--- src/rtl/match_report_scheduler.sv ---
// Tracks per-filter peak scores and their lags over a run, then streams a report packet to a UART.
// Optional define REPORT_CHECKSUM_EN appends an XOR checksum byte to the packet.
module match_report_scheduler #(
  parameter int unsigned MATCH_SCORE_WIDTH = 32,
  parameter int unsigned LAG_WIDTH         = 16
) (
  input  logic                                clk,
  input  logic                                rst,
  input  logic                                run_start,
  input  logic                                run_done,
  input  logic                                f0_axiiv,
  input  logic signed [MATCH_SCORE_WIDTH-1:0] f0_axiid,
  input  logic                                f1_axiiv,
  input  logic signed [MATCH_SCORE_WIDTH-1:0] f1_axiid,
  output logic                                uart_axiiv,
  output logic [7:0]                          uart_axiid,
  input  logic                                uart_axiready,
  output logic                                busy,
  output logic                                winner,
  output logic                                winner_valid
);

  localparam int unsigned BODY_LEN = 13;
`ifdef REPORT_CHECKSUM_EN
  localparam int unsigned PKT_LEN = BODY_LEN + 2;
`else
  localparam int unsigned PKT_LEN = BODY_LEN + 1;
`endif
  localparam int unsigned IDX_W = 4;
  localparam logic [IDX_W-1:0] LAST_IDX = IDX_W'(PKT_LEN - 1);
  localparam logic signed [MATCH_SCORE_WIDTH-1:0] SCORE_MIN =
    {1'b1, {(MATCH_SCORE_WIDTH-1){1'b0}}};

  typedef enum logic [1:0] {IDLE, ACCUM, REPORT} state_t;

  state_t state, state_next;
  logic signed [MATCH_SCORE_WIDTH-1:0] peak0, peak0_next, peak1, peak1_next;
  logic signed [MATCH_SCORE_WIDTH-1:0] acc_peak0, acc_peak1;
  logic [LAG_WIDTH-1:0] lag0, lag0_next, lag1, lag1_next;
  logic [LAG_WIDTH-1:0] plag0, plag0_next, plag1, plag1_next;
  logic [LAG_WIDTH-1:0] acc_lag0, acc_lag1, acc_plag0, acc_plag1;
  logic [IDX_W-1:0] idx, idx_next;
  logic uart_valid_next, winner_next, winner_valid_next;
  logic [7:0] uart_data_next;
  logic [8*BODY_LEN-1:0] body;
  logic [7:0] pkt [PKT_LEN];

  // Scores of the current cycle folded into the running peaks (ties keep the earlier peak)
  always_comb begin
    acc_peak0 = peak0;
    acc_plag0 = plag0;
    acc_lag0  = lag0;
    acc_peak1 = peak1;
    acc_plag1 = plag1;
    acc_lag1  = lag1;
    if (f0_axiiv) begin
      if (lag0 != '1) acc_lag0 = lag0 + LAG_WIDTH'(1);
      if (f0_axiid > peak0) begin
        acc_peak0 = f0_axiid;
        acc_plag0 = lag0;
      end
    end
    if (f1_axiiv) begin
      if (lag1 != '1) acc_lag1 = lag1 + LAG_WIDTH'(1);
      if (f1_axiid > peak1) begin
        acc_peak1 = f1_axiid;
        acc_plag1 = lag1;
      end
    end
  end

  // Packet image: header, big-endian fields, winner byte, optional checksum
  always_comb begin
    body = {32'(peak0), 16'(plag0), 32'(peak1), 16'(plag1), 8'(winner)};
    pkt[0] = 8'hA5;
    for (int i = 0; i < int'(BODY_LEN); i++) begin
      pkt[i+1] = body[8*(int'(BODY_LEN)-1-i) +: 8];
    end
`ifdef REPORT_CHECKSUM_EN
    pkt[PKT_LEN-1] = 8'h00;
    for (int i = 0; i < int'(BODY_LEN); i++) begin
      pkt[PKT_LEN-1] = pkt[PKT_LEN-1] ^ body[8*i +: 8];
    end
`endif
  end

  always_ff @(posedge clk) begin
    if (rst) begin
      state        <= IDLE;
      peak0        <= '0;
      peak1        <= '0;
      lag0         <= '0;
      lag1         <= '0;
      plag0        <= '0;
      plag1        <= '0;
      idx          <= '0;
      uart_axiiv   <= 1'b0;
      uart_axiid   <= 8'h00;
      busy         <= 1'b0;
      winner       <= 1'b0;
      winner_valid <= 1'b0;
    end else begin
      state        <= state_next;
      peak0        <= peak0_next;
      peak1        <= peak1_next;
      lag0         <= lag0_next;
      lag1         <= lag1_next;
      plag0        <= plag0_next;
      plag1        <= plag1_next;
      idx          <= idx_next;
      uart_axiiv   <= uart_valid_next;
      uart_axiid   <= uart_data_next;
      busy         <= (state_next != IDLE);
      winner       <= winner_next;
      winner_valid <= winner_valid_next;
    end
  end

  always_comb begin
    state_next        = state;
    peak0_next        = peak0;
    peak1_next        = peak1;
    lag0_next         = lag0;
    lag1_next         = lag1;
    plag0_next        = plag0;
    plag1_next        = plag1;
    idx_next          = idx;
    uart_valid_next   = uart_axiiv;
    uart_data_next    = uart_axiid;
    winner_next       = winner;
    winner_valid_next = winner_valid;
    unique case (state)
      IDLE: begin
        if (run_start) begin
          state_next        = ACCUM;
          peak0_next        = SCORE_MIN;
          peak1_next        = SCORE_MIN;
          lag0_next         = '0;
          lag1_next         = '0;
          plag0_next        = '0;
          plag1_next        = '0;
          winner_valid_next = 1'b0;
        end
      end
      ACCUM: begin
        if (run_done) begin
          state_next        = REPORT;
          peak0_next        = acc_peak0;
          peak1_next        = acc_peak1;
          lag0_next         = acc_lag0;
          lag1_next         = acc_lag1;
          plag0_next        = acc_plag0;
          plag1_next        = acc_plag1;
          winner_next       = (acc_peak1 > acc_peak0);
          winner_valid_next = 1'b1;
          idx_next          = '0;
          uart_valid_next   = 1'b1;
          uart_data_next    = 8'hA5;
        end else if (run_start) begin
          peak0_next = SCORE_MIN;
          peak1_next = SCORE_MIN;
          lag0_next  = '0;
          lag1_next  = '0;
          plag0_next = '0;
          plag1_next = '0;
        end else begin
          peak0_next = acc_peak0;
          peak1_next = acc_peak1;
          lag0_next  = acc_lag0;
          lag1_next  = acc_lag1;
          plag0_next = acc_plag0;
          plag1_next = acc_plag1;
        end
      end
      REPORT: begin
        if (uart_axiiv && uart_axiready) begin
          if (idx == LAST_IDX) begin
            state_next      = IDLE;
            uart_valid_next = 1'b0;
            uart_data_next  = 8'h00;
          end else begin
            idx_next       = idx + IDX_W'(1);
            uart_data_next = pkt[idx + IDX_W'(1)];
          end
        end
      end
      default: state_next = IDLE;
    endcase
  end

endmodule
--- config.mk ---
export PLATFORM = sky130hd
export DESIGN_NAME = match_report_scheduler
export DESIGN_NICKNAME = d
export VERILOG_FILES = /design/src/rtl/match_report_scheduler.sv
export SDC_FILE = /design/constraint.sdc
export NUM_CORES = 1
export LEC_CHECK = 0
export CORE_UTILIZATION = 45
export CTS_CLUSTER_DIAMETER = 120
export CTS_CLUSTER_SIZE = 8
export DETAILED_ROUTE_END_ITERATION = 12
export GPL_TIMING_DRIVEN = 0
export SETUP_SLACK_MARGIN = 0.02
export SYNTH_ARGS = -nofsm -noshare
export SYNTH_HDL_FRONTEND = slang
export SYNTH_SLANG_ARGS = --single-unit
export TNS_END_PERCENT = 30
--- constraint.sdc ---
create_clock -name clk -period 7.5 [get_ports clk]
set_clock_uncertainty 0.2 [all_clocks]
set_input_delay 1.5 -clock clk [delete_from_list [all_inputs] [get_ports clk]]
set_output_delay 1.5 -clock clk [all_outputs]
set_load 0.02 [all_outputs]
==> metrics.md <==
| Metric | Value |
|---|---|
| Worst Reg2Reg Path Length in Cells | 18 |
| Post-Synthesis Cell Area | 9530 sq um |
| Reg clk slew, reported paths | 0.07 ns |
| Xor/xnor cell area share of the yosys netlist | 0.276% |
| DRT Pass-1 Iters | 5 |
| First-pass GRT wire length | 48600 um |
| H-tree depth | 4 |
| Register bit count reported by yosys | 146 |
| Post-Synth Adder-Cell Area | 13.1% |
| Antenna cells | 0 |
| Total of max-cap violations | 0 |
| Synth warnings | 0 |
| Clk sinks | 146 |
| Worst skew pair latency | 0.44 ns |
| EDFF count, synth | 0 |
| Cell leakage power | 4.25 nW |
| Outcome | finished clean |
| Synth Instances | 1105 |
| DR top layer | met4 |
| Distinct cells, synth | 66 |
| Largest family of logic cells by synthesized area | compound AO/OA/AOI/OAI gates |
| Layout cells sized above 1 | 7.05% |
| Initial antenna violation count | 0 |
| Hold Path Class | reg2reg |
| Die ar. | 21800 sq um |
| CTS hold repair buffers | 0 |
| Synth top area cells | dfxtp_1 (31%), ha_1 (13%), a32o_1 (5.0%) |
| RSZ-0062 raised after global routing | no |
| Clk buf depth | 2 |
| Cts bufs inserted | 17 |
| Routed length per instance | 21.4 um |
| Initial Util | 46.5% |
| WP depth | 18 |
| Site Rows | 52 |
| Final Wtd Congestion | 0.939 |
| DRC | 0 |
| Finished Cell Area | 11300 sq um |
| Hold Crit Depth | 2 |
| Core Area | 20500 sq um |
| CTS tree | built |
| Complex-gate fraction of the synthesized area | 25.8% |
| Hold Startpoint | uart_axiid[1]$_SDFFE_PP0P_ |
| Required @ worst endpoint | 7.62 ns |
| Top delay family on crit path | compound AO/OA/AOI/OAI gates |
| Post_cts resized | 0 |
| Final Setup Violations | 0 |
| Area of the multi-input gates | 5970 sq um |
| Area grow syn2layout | 18.9% |
| Antenna Nets Post-Route | 0 |
| Reg area | 2920 sq um |
| Cells along the critical path | clkdlybuf4s50_1 -> ha_1 -> nand4_1 -> nor4_2 -> o311ai_0 -> a31oi_1 -> or2_1 -> buf_2 -> buf_2 -> mux2i_1 -> ha_1 -> nand3_1 -> or2_2 -> nor3_1 -> a221oi_1 -> a2111oi_0 -> o21bai_1 -> a32o_1 |
| IO buf count | 82 |
| Vias in the first global route | 8294 |
| Hold Vio Cnt, Final | 0 |
| Asr flop ratio synth | 0% |
| Yosys top cell area share | 30.7% |
| Setup Buffers After CTS | 0 |
| Mean number of vias per cell | 6.05 |
| Maximum vdd drop | 0.126 mV |
| Synth area leader | dfxtp_1 |
| Highest Clock Rate | 152 MHz |
| Fill cells | 1949 |
| Die W | 148 um |
| Slowest stage delay, CP | 0.63 ns |
| Tcrit/Tclk final | 87.6% |
| Max transition margin | 22.9% |
| Vias | 9014 |
| Setup crit end kind | flop |
| Grt ovf | 0 |
| DIE HEIGHT | 148 um |
| Worst-margin pin slew | 1.15 ns |
| Total track usage | 29.9% |
| DP HPWL | 24600 um |
| Worst-path fanout max | 10 |
| Origin of the critical flop-to-flop path | peak0[31]$_SDFFE_PP0P_ |
| Post-Route WL | 31900 um |
| Power per Cell Area | 198 nW/um^2 |
| CP Buf/Inv Count | 3 |
| Register area share after synthesis | 30.7% |
| Root Buffer | clkbuf_16 |
| Slew Viols, Final | 0 |
| Critical path's slowest cell | a2111oi_0 |
| Pin count of the biggest net entering global routing | 17 |
| Syn avg cell area | 8.63 sq um |
| Setup TNS | 0 ns |
| Final min period | 6.57 ns |
| Post-DP Area | 10700 sq um |
| Worst Setup SP | f0_axiid[31] |
| Post-synth net total | 1276 |
| Wire length on met1 | 14600 um |
| CP Launch Type | input pin |
| Met2 routed WL | 14500 um |
| Worst Path Class, Setup | in2reg |
| Ports | 83 |
| Top_reg_cell synth | dfxtp_1 |
| Initial DRC Count | 746 |
| Area share of and/or/nand/nor cells after synthesis | 15.8% |
| Metal3 WL | 2250 um |
| Worst Path Arrival | 6.69 ns |
| Mux contribution to synthesized area | 7.65% |
| Fin nets | 1377 |
per-stage QoR:
stage	hold slack [ns]	std cells	power (mW)	worst slack (ns)	utilization (%)
after floorplan	0.237	1105	1.12	2.02	-
after global routing	0.283	1489	2.34	0.654	55.3
final	0.258	1489	2.24	0.933	55.3
after CTS	0.259	1489	2.25	1.04	55.3
after global placement	0.243	1457	1.29	0.683	52.2
after detailed placement	0.249	1457	1.30	0.660	52.2
final cells by class:
type / instances / share of cell area [%]
multi-input cells: 814 / 52.7
flip-flops and latches: 146 / 25.8
repair buffers: 82 / 7.24
clock buffers: 17 / 3.75
plain buffers: 69 / 3.08
well taps: 270 / 2.98
inverters: 76 / 2.52
clock inverters: 15 / 1.90
worst reg2reg max path: stages, from the launching register on:
cell,delay [ns]
dfxtp_1,0.33
inv_1,0.10
ha_1,0.36
nand4_1,0.24
nor4_2,0.47
o311ai_0,0.30
a31oi_1,0.30
or2_1,0.13
buf_2,0.16
buf_2,0.35
mux2i_1,0.50
ha_1,0.24
nand3_1,0.07
or2_2,0.32
nor3_1,0.19
a221oi_1,0.09
a2111oi_0,0.63
o21bai_1,0.13
a32o_1,0.22
synth_stat cells, types with 3 or more instances:
| cell type | instances |
|---|---|
| dfxtp_1 | 146 |
| ha_1 | 100 |
| nand2_1 | 86 |
| a21oi_1 | 76 |
| inv_1 | 76 |
| o21ai_0 | 75 |
| nor2_1 | 74 |
| a32o_1 | 48 |
| a22o_1 | 47 |
| mux2i_1 | 41 |
| clkbuf_1 | 40 |
| nand3_1 | 36 |
| nand4_1 | 26 |
| nor2b_1 | 23 |
| a21o_1 | 16 |
| nor3_1 | 16 |
| buf_2 | 15 |
| and3_1 | 14 |
| a211oi_1 | 13 |
| a31oi_1 | 13 |
| mux4_2 | 13 |
| buf_6 | 8 |
| a311oi_1 | 6 |
| and4_1 | 6 |
| a22oi_1 | 5 |
| a41oi_1 | 5 |
| nor4_1 | 5 |
| o31ai_1 | 5 |
| nand2b_1 | 4 |
| o211ai_1 | 4 |
| o221ai_1 | 4 |
| o22ai_1 | 4 |
| a221o_1 | 3 |
| and2_1 | 3 |
| buf_1 | 3 |
| buf_4 | 3 |
| nand3b_1 | 3 |
| or2_2 | 3 |
| or3_1 | 3 |
layer usage:
layer  track usage (%)  up-vias
met3              5.22       34
li1                  -     4359
met1              42.0     4323
met2              46.7      298
met5                 0        -
met4              8.51        0
cell families (layout without fill, tap and decap cells):
family / Yosys count / count (layout)
simple gates: 309 / 309
xor+xnor: 3 / 3
fa+ha+maj: 100 / 100
flops: 146 / 146
mux: 56 / 56
buf+inv: 145 / 259
compound gates: 346 / 346
registers in the layout, indices dropped and copies added (netlist names):
signal	cells
peak0	32
peak1	32
lag0	16
lag1	16
plag0	16
plag1	16
uart_axiid	8
idx	4
state	2
busy	1
uart_axiiv	1
winner	1
winner_valid	1
power by group:
part	internal, mW	total (mW)	switching, mW
logic	0.191	0.486	0.295
registers	0.789	0.803	0.0141
clock network	0.568	0.955	0.387
placed cells by master (no fill, tap or decap), types with 6 or more instances in the layout:
cell	Yosys	final
nand3_1	36	36
nand4_1	26	26
dfxtp_1	146	146
buf_6	8	8
ha_1	100	100
nand2_1	86	86
a32o_1	48	48
clkdlybuf4s50_1	0	82
a22o_1	47	47
a21oi_1	76	76
a21o_1	16	16
and3_1	14	14
inv_1	76	76
a31oi_1	13	13
clkbuf_1	40	40
buf_2	15	15
mux4_2	13	13
clkbuf_16	0	17
o21ai_0	75	75
nor2b_1	23	23
mux2i_1	41	41
and4_1	6	6
nor3_1	16	16
a311oi_1	6	6
nor2_1	74	74
a211oi_1	13	13
path summary, 6_finish.rpt:
path	end	slack [ns]
max	winner$_SDFFE_PP0P_	0.93
min reg2reg	uart_axiid[1]$_SDFFE_PP0P_	0.26
min	uart_axiid[1]$_SDFFE_PP0P_	0.26
max reg2reg	winner$_SDFFE_PP0P_	2.05
Power figures use the tool's default switching activity.
